<file path="src/rtl/mem_stage.sv">
// Memory-access stage: registers EX results toward write-back and runs
// aligned load/store transactions on a req/ack data bus with a timeout.
module mem_stage #(
  parameter int unsigned BUS_TIMEOUT = 16
) (
  input  logic        clk,
  input  logic        rst,
  input  logic        ex_valid_i,
  input  logic [4:0]  wreg_addr_i,
  input  logic        wreg_enable_i,
  input  logic [31:0] wdata_i,
  input  logic [3:0]  mem_op_i,
  input  logic [31:0] store_data_i,
  output logic        stall_o,
  output logic        bus_req_o,
  output logic        bus_we_o,
  output logic [31:0] bus_addr_o,
  output logic [3:0]  bus_sel_o,
  output logic [31:0] bus_wdata_o,
  input  logic        bus_ack_i,
  input  logic [31:0] bus_rdata_i,
  output logic        wb_valid_o,
  output logic [4:0]  wb_wreg_addr_o,
  output logic        wb_wreg_enable_o,
  output logic [31:0] wb_wdata_o,
  output logic        exc_o,
  output logic [1:0]  exc_code_o
);

  localparam int unsigned CNT_W = 8;

  localparam logic [3:0] OP_LB  = 4'd1;
  localparam logic [3:0] OP_LBU = 4'd2;
  localparam logic [3:0] OP_LH  = 4'd3;
  localparam logic [3:0] OP_LHU = 4'd4;
  localparam logic [3:0] OP_LW  = 4'd5;
  localparam logic [3:0] OP_SB  = 4'd6;
  localparam logic [3:0] OP_SH  = 4'd7;
  localparam logic [3:0] OP_SW  = 4'd8;

  localparam logic [1:0] EXC_NONE = 2'd0;
  localparam logic [1:0] EXC_ADEL = 2'd1;
  localparam logic [1:0] EXC_ADES = 2'd2;
  localparam logic [1:0] EXC_TMO  = 2'd3;

  typedef enum logic {IDLE, BUS} state_t;

  state_t             state_q, state_d;
  logic [CNT_W-1:0]   cnt_q, cnt_d;
  logic [3:0]         op_q, op_d;
  logic [1:0]         lane_q, lane_d;
  logic [4:0]         cap_addr_q, cap_addr_d;
  logic               cap_en_q, cap_en_d;

  logic               bus_req_d, bus_we_d;
  logic [31:0]        bus_addr_d, bus_wdata_d;
  logic [3:0]         bus_sel_d;
  logic               wb_valid_d, wb_en_d, exc_d;
  logic [4:0]         wb_addr_d;
  logic [31:0]        wb_wdata_d;
  logic [1:0]         exc_code_d;

  logic               in_load, in_store, in_half, in_word, misaligned;
  logic               cap_load;
  logic [7:0]         rd_byte;
  logic [15:0]        rd_half;
  logic [31:0]        load_val;

  assign stall_o = (state_q == BUS);

  // Decode of the incoming opcode and its alignment requirement
  always_comb begin
    in_load    = (mem_op_i >= OP_LB) && (mem_op_i <= OP_LW);
    in_store   = (mem_op_i >= OP_SB) && (mem_op_i <= OP_SW);
    in_half    = (mem_op_i == OP_LH) || (mem_op_i == OP_LHU) || (mem_op_i == OP_SH);
    in_word    = (mem_op_i == OP_LW) || (mem_op_i == OP_SW);
    misaligned = (in_half && wdata_i[0]) || (in_word && (wdata_i[1:0] != 2'b00));
  end

  // Lane selection and sign/zero extension of returned read data
  always_comb begin
    cap_load = (op_q >= OP_LB) && (op_q <= OP_LW);
    rd_byte  = bus_rdata_i[{lane_q, 3'b000} +: 8];
    rd_half  = bus_rdata_i[{lane_q[1], 4'b0000} +: 16];
    unique case (op_q)
      OP_LB:   load_val = {{24{rd_byte[7]}}, rd_byte};
      OP_LBU:  load_val = {24'h000000, rd_byte};
      OP_LH:   load_val = {{16{rd_half[15]}}, rd_half};
      OP_LHU:  load_val = {16'h0000, rd_half};
      default: load_val = bus_rdata_i;
    endcase
  end

  // Next-state and next-output logic
  always_comb begin
    state_d     = state_q;
    cnt_d       = cnt_q;
    op_d        = op_q;
    lane_d      = lane_q;
    cap_addr_d  = cap_addr_q;
    cap_en_d    = cap_en_q;
    bus_req_d   = bus_req_o;
    bus_we_d    = bus_we_o;
    bus_addr_d  = bus_addr_o;
    bus_sel_d   = bus_sel_o;
    bus_wdata_d = bus_wdata_o;
    wb_valid_d  = 1'b0;
    wb_addr_d   = wb_wreg_addr_o;
    wb_en_d     = wb_wreg_enable_o;
    wb_wdata_d  = wb_wdata_o;
    exc_d       = 1'b0;
    exc_code_d  = exc_code_o;

    unique case (state_q)
      IDLE: begin
        if (ex_valid_i) begin
          if (!(in_load || in_store)) begin
            wb_valid_d = 1'b1;
            wb_addr_d  = wreg_addr_i;
            wb_en_d    = wreg_enable_i;
            wb_wdata_d = wdata_i;
            exc_code_d = EXC_NONE;
          end else if (misaligned) begin
            wb_valid_d = 1'b1;
            wb_addr_d  = wreg_addr_i;
            wb_en_d    = 1'b0;
            wb_wdata_d = wdata_i;
            exc_d      = 1'b1;
            exc_code_d = in_load ? EXC_ADEL : EXC_ADES;
          end else begin
            state_d    = BUS;
            cnt_d      = '0;
            op_d       = mem_op_i;
            lane_d     = wdata_i[1:0];
            cap_addr_d = wreg_addr_i;
            cap_en_d   = wreg_enable_i;
            bus_req_d  = 1'b1;
            bus_we_d   = in_store;
            bus_addr_d = {wdata_i[31:2], 2'b00};
            if (in_word) begin
              bus_sel_d   = 4'b1111;
              bus_wdata_d = store_data_i;
            end else if (in_half) begin
              bus_sel_d   = wdata_i[1] ? 4'b1100 : 4'b0011;
              bus_wdata_d = {2{store_data_i[15:0]}};
            end else begin
              bus_sel_d   = 4'b0001 << wdata_i[1:0];
              bus_wdata_d = {4{store_data_i[7:0]}};
            end
          end
        end
      end
      BUS: begin
        if (bus_ack_i) begin
          state_d    = IDLE;
          bus_req_d  = 1'b0;
          wb_valid_d = 1'b1;
          wb_addr_d  = cap_addr_q;
          wb_en_d    = cap_load ? cap_en_q : 1'b0;
          wb_wdata_d = load_val;
          exc_code_d = EXC_NONE;
        end else if (cnt_q == CNT_W'(BUS_TIMEOUT - 1)) begin
          state_d    = IDLE;
          bus_req_d  = 1'b0;
          wb_valid_d = 1'b1;
          wb_addr_d  = cap_addr_q;
          wb_en_d    = 1'b0;
          exc_d      = 1'b1;
          exc_code_d = EXC_TMO;
        end else begin
          cnt_d = cnt_q + CNT_W'(1);
        end
      end
      default: state_d = IDLE;
    endcase
  end

  // State and output registers with synchronous active-low reset
  always_ff @(posedge clk) begin
    if (!rst) begin
      state_q          <= IDLE;
      cnt_q            <= '0;
      op_q             <= '0;
      lane_q           <= '0;
      cap_addr_q       <= '0;
      cap_en_q         <= 1'b0;
      bus_req_o        <= 1'b0;
      bus_we_o         <= 1'b0;
      bus_addr_o       <= '0;
      bus_sel_o        <= '0;
      bus_wdata_o      <= '0;
      wb_valid_o       <= 1'b0;
      wb_wreg_addr_o   <= '0;
      wb_wreg_enable_o <= 1'b0;
      wb_wdata_o       <= '0;
      exc_o            <= 1'b0;
      exc_code_o       <= '0;
    end else begin
      state_q          <= state_d;
      cnt_q            <= cnt_d;
      op_q             <= op_d;
      lane_q           <= lane_d;
      cap_addr_q       <= cap_addr_d;
      cap_en_q         <= cap_en_d;
      bus_req_o        <= bus_req_d;
      bus_we_o         <= bus_we_d;
      bus_addr_o       <= bus_addr_d;
      bus_sel_o        <= bus_sel_d;
      bus_wdata_o      <= bus_wdata_d;
      wb_valid_o       <= wb_valid_d;
      wb_wreg_addr_o   <= wb_addr_d;
      wb_wreg_enable_o <= wb_en_d;
      wb_wdata_o       <= wb_wdata_d;
      exc_o            <= exc_d;
      exc_code_o       <= exc_code_d;
    end
  end

endmodule

</file>
<file path="config.mk">
export PLATFORM = sky130hd
export DESIGN_NAME = mem_stage
export DESIGN_NICKNAME = d
export VERILOG_FILES = /design/src/rtl/mem_stage.sv
export SDC_FILE = /design/constraint.sdc
export NUM_CORES = 1
export LEC_CHECK = 0
export ABC_AREA = 1
export BUFFER_PORTS_ARGS = -buffer_cell sky130_fd_sc_hd__buf_2
export CORE_ASPECT_RATIO = 0.5
export CORE_UTILIZATION = 52
export DETAILED_ROUTE_END_ITERATION = 10
export PLACE_DENSITY = 0.8
export SETUP_SLACK_MARGIN = 0.05
export SLEW_MARGIN = 20
export SYNTH_ARGS = -nofsm -noshare
export SYNTH_HDL_FRONTEND = slang
export SYNTH_SLANG_ARGS = --single-unit
export TNS_END_PERCENT = 1
</file>
<file path="constraint.sdc">
create_clock -name clk -period 2.2 [get_ports clk]
set_clock_uncertainty 0.2 [all_clocks]
set_input_delay 0.22 -clock clk [delete_from_list [all_inputs] [get_ports clk]]
set_output_delay 0.22 -clock clk [all_outputs]
set_load 0.01 [all_outputs]
</file>
### Word-level counts from Yosys, hierarchy flattened

Index checks and enable logic that the tools add are counted.

| cells by class | value |
|---|---|
| add/subtract/negate cells | 1 |
| magnitude comparators | 6 |
| eq/ne operators | 18 |
| shift-type cells | 3 |
| multiplexer cells | 58 |
| bitwise gates (word level) | 2 |
| reduce and logical (&&, ||, !) cells | 16 |

Operators with widths:

| kind | number |
|---|---|
| $mux W32 | 6 |
| $pmux W32 S4 | 1 |
| $pmux W32 S2 | 1 |
| $mux W8 | 5 |
| $shiftx A32 B6 Y16 | 1 |
| $shiftx A32 B6 Y8 | 1 |
| $mux W5 | 5 |
| $mux W1 | 23 |
| $eq A4 B3 Y1 const B | 4 |
| $pmux W8 S2 | 1 |
| $eq A4 B2 Y1 const B | 3 |
| $mux W2 | 6 |
| $mux W4 | 3 |
| $ne A2 B2 Y1 const B | 6 |
| $pmux W1 S2 | 5 |
| $pmux W5 S2 | 1 |
| $add A8 B1 Y8 const B | 1 |
| $eq A8 B4 Y1 const B | 1 |
| $ge A4 B1 Y1 const B | 2 |
| $le A4 B3 Y1 const B | 2 |
| $reduce_and A4 Y1 | 2 |
| $reduce_and A3 Y1 | 2 |
| $logic_and A1 B1 Y1 | 5 |
| $logic_or A1 B1 Y1 | 5 |
| other kinds (11) | 12 |

| word-level totals | value |
|---|---|
| register bits | 131 |
| output and inout port bits | 113 |
| logic and storage cells | 121 |

### Logic depth before layout (Yosys ltp)

| logic depth | value |
|---|---|
| word-level depth | 9 |
| gate-level depth with buffers | 13 |
| gate-level depth less buffers | 11 |

### Worst setup path before layout

No wires, ideal clock.

| timing path | value |
|---|---|
| path kind | register to register |
| start | reg state_q, in the netlist stall_o |
| end | reg wb_wdata_o[12] |
| library setup time | 0.064 ns |
| arrival | 1.442 ns |
| slack | 0.494 ns |
| cell stages (with the launch flop) | 8 |
| clock period less this slack | 1.706 ns |
| cells stage by stage | dfxtp_1 -> buf_2 -> buf_1 -> clkbuf_1 -> nand2_1 -> nand2_1 -> nor2_1 -> nor2_1 |

| on the way | value |
|---|---|
| cells in the longest elaborated chain, start to end | 3 |

RTL lines:

| what | RTL line | text |
|---|---|---|
| from (decl) | 48 | `state_t state_q, state_d;` |
| from (signal assigned) | 199 | `state_q <= state_d;` |
| $not A1 Y1 (no line) | - |  |
| $ne A3 B3 Y1 (no line) or $ne A2 B2 Y1 (tied branches) | - |  |
| $reduce_and A3 Y1 (no line) | - |  |
| to (signal assigned) | 213 | `wb_wdata_o <= wb_wdata_d;` |
| to (decl) | 25 | `output logic [31:0] wb_wdata_o,` |

Parallel ways exist; a longest one is shown, timed or not.
A chain may end at the register's enable or synchronous reset.

### Worst setup path in the final report

| timing path | value |
|---|---|
| start | in mem_op_i[1] |
| end | reg wb_wdata_o[5] |

| on the way | value |
|---|---|
| cells in the longest elaborated chain, start to end | 7 |

RTL lines:

| what | RTL line | text |
|---|---|---|
| from (decl) | 12 | `input logic [3:0] mem_op_i,` |
| parallel branches: the longest is 7 deep, another holds $ge A4 B1 Y1 | - |  |

Several ways; the timed one is not identified. The select of a mux whose other input is x is not followed.

==> flow_metrics.env <==
export IMPL_final_cell_mix="nand2_1, buf_2, nor2_1, dfxtp_1, o21ai_0"
export IMPL_die_w_um=166
export IMPL_drive_gt1_frac=0.222
export IMPL_max_cap_viol_count=0
export IMPL_grt_pass1_vias=7935
export IMPL_worstPathRequired_ns=2.32
export IMPL_portBuffers=220
export IMPL_area_growth_pct=36.9
export IMPL_power_leakage_nw=4.94
export IMPL_finalSetupViolCount=0
export IMPL_start_util=0.543
export IMPL_grt_max_degree=52
export IMPL_place_inst=1442
export IMPL_vdd_drop_max_mv=0.555
export IMPL_ys_types=32
export IMPL_fin_tns_setup_ns=0
export IMPL_yosysWarningCount=0
export IMPL_clk_pin_slew_ns=0.06
export IMPL_ioPinCount=223
export IMPL_critical_path_cell_chain="dlygate4sd3_1 > buf_2 > nor2_2 > nand2_1 > nand2_1 > nand3_1 > nand3_1 > nand2_2 > nand2_4 > inv_6 > nor2_1 > nor2_1"
export IMPL_vias=8422
export IMPL_synth_cells=1098
export IMPL_cts_sinks=131
export IMPL_die_area_um2=14000
export IMPL_max_freq_ghz=0.486
export IMPL_relSlewSlack=0.613
export IMPL_cp_end_kind="flop"
export IMPL_drc=11
export IMPL_nets=1475
export IMPL_finalNonFillerCells=1547
export IMPL_crit_fanout=19
export IMPL_min_path_type="input port to flop"
export IMPL_dp_hpwl_mm=15.2
export IMPL_clockBufferDepth=2
export IMPL_die_h_um=84.0
export IMPL_fin_crit_ns=2.06
export IMPL_wl_per_cell_um=15.7
export IMPL_drv_slew=0
export IMPL_firstDrtPassIters=9
export IMPL_stdcell_area_um2=9580
export IMPL_top_usage_layer="met2"
export IMPL_critPathLaunchType="input port"
export IMPL_drt_wl_total_mm=24.3
export IMPL_arrival_ns=2.18
export IMPL_fp_coreArea_um2=12900
export IMPL_insertedDiodeCount=0
export IMPL_worst_pin_slew_ns=0.581
export IMPL_max_stage_delay_ns=0.54
export IMPL_placed_cell_area_um2=8190
export IMPL_grt_use_met1=0.425
export IMPL_crit_slowest_cell="dlygate4sd3_1"
export IMPL_pre_cts_ws_ns=0.236
export IMPL_violations="design-rule violations"
export IMPL_use_met2=0.582
export IMPL_vias_per_cell=5.44
export IMPL_outcome="finished with violations"
export IMPL_ys_ff_latch=131
export IMPL_rows=29
export IMPL_grt_antenna_before_repair=0
export IMPL_track_usage=0.346
export IMPL_grt_pass1_wl_mm=38.8
export IMPL_layout_setup_ws_ns=0.141
export IMPL_drt_iter0_drc=705
export IMPL_h_tree_depth=4
export IMPL_post_synth_instance_area_um2=7000
export IMPL_grt_util_met3=0.0910
export IMPL_power_density_nw_per_um2=775
export IMPL_critPathKind="input port to flop"
export IMPL_layout_commonest_cell="nand2_1"
export IMPL_cts_tree="built"
export IMPL_ant_nets=0
export IMPL_root_buffer="clkbuf_16"
export IMPL_gr_total_overflow=0
export IMPL_rsz0062_at_grt="yes"
export IMPL_globalplace_congestion=0.940
export IMPL_insertion_delay_ns=0.42
export IMPL_finalCritPeriodShare=0.936
export IMPL_synth_avg_cell_area_um2=6.37
export IMPL_hold_violations=0
export IMPL_numCtsBuffers=17
export IMPL_synth_seq_area_share=0.375
==> synthesized netlist by cell type, drive strengths merged <==
cell type / n / area (um^2)
xor2: 3 / 26.3
dfxtp: 131 / 2620
a21o: 8 / 60.1
nand4: 18 / 113
nor3b: 1 / 7.51
clkbuf: 38 / 143
or2: 5 / 31.3
nor2: 152 / 583
nand2: 382 / 1460
nand3b: 32 / 240
clkinv: 2 / 7.51
o21bai: 1 / 7.51
ha: 1 / 12.5
o21ai: 86 / 430
a21oi: 63 / 315
inv: 57 / 216
conb: 1 / 3.75
buf: 35 / 253
nand3: 66 / 335
nor3: 2 / 10.0
mux2i: 5 / 50.1
o211ai: 9 / 67.6
==> per-layer routing <==
metal	part of all wire	routed length (um)
met5	0	0
met4	0.032	771
met3	0.087	2120
met2	0.47	11400
met1	0.41	10000
==> final cells by class <==
type / instances / area [um^2]
Clock buffer: 18 / 439
Fill cell: 931 / 3300
Tap cell: 170 / 213
Multi-Input combinational cell: 836 / 3780
Sequential cell: 131 / 2620
Timing Repair Buffer: 319 / 2090
Clock inverter: 14 / 201
Inverter: 59 / 226
==> metrics by stage <==
step	util	power (W)	hold slack, ns
global route	0.744	0.00772	0.0248
floorplan	-	0.00366	0.155
detailed placement	0.636	0.00419	0.254
global placement	0.636	0.00417	0.239
finish	0.744	0.00742	0.00544
CTS	0.742	0.00736	0.00185
==> path summary, 6_finish.rpt <==
check        cells past startpoint                        from                           end  slack (ns)
max                             12                 mem_op_i[1]    wb_wdata_o[5]$_SDFFE_PN0P_        0.14
min reg2reg                      2  exc_code_o[0]$_SDFFE_PN0P_    exc_code_o[0]$_SDFFE_PN0P_        0.27
max reg2reg                     10        op_q[2]$_SDFFE_PN0P_   wb_wdata_o[22]$_SDFFE_PN0P_        0.23
min                              5            store_data_i[31]  bus_wdata_o[31]$_SDFFE_PN0P_       0.005
==> where the power goes <==
| group | total, W | switching (W) | internal [W] |
|---|---|---|---|
| clock | 0.00310 | 0.00116 | 0.00194 |
| combinational | 0.00164 | 0.000978 | 0.000659 |
| sequential | 0.00268 | 0.000108 | 0.00257 |
==> worst max-delay path, delay by kind of cell <==
family                 cells  cell delay [ns]
buffers and inverters      3             0.81
AND/OR/NAND/NOR            9             1.14
==> registers in the layout (all words and copies together) (netlist names) <==
signal            flops
bus_req_o             1
bus_sel_o             4
wb_valid_o            1
wb_wdata_o           32
bus_wdata_o          32
bus_addr_o           30
cap_addr_q            5
op_q                  4
wb_wreg_enable_o      1
bus_we_o              1
lane_q                2
wb_wreg_addr_o        5
stall_o               1
cnt_q                 8
cap_en_q              1
exc_code_o            2
exc_o                 1
==> timing repair <==
item                                    4_1_cts  5_1_grt
endpoints found under the setup margin        0       81
gates resized for setup                       0        7
buffers inserted                              0        0
hold buffers                                 73        0
hold endpoints to repair                     91        0
==> cells by family after synthesis <==
family,Yosys count,share of synthesized area
AND/OR/NAND/NOR,658,0.398
other,1,0.000536
XOR/XNOR,3,0.00376
buffers and inverters,132,0.0885
multiplexers,5,0.00715
adder cells (fa/ha/maj),1,0.00179
AO/OA/AOI/OAI,167,0.126
flip-flops,131,0.375
Power figures use the tool's default switching activity.
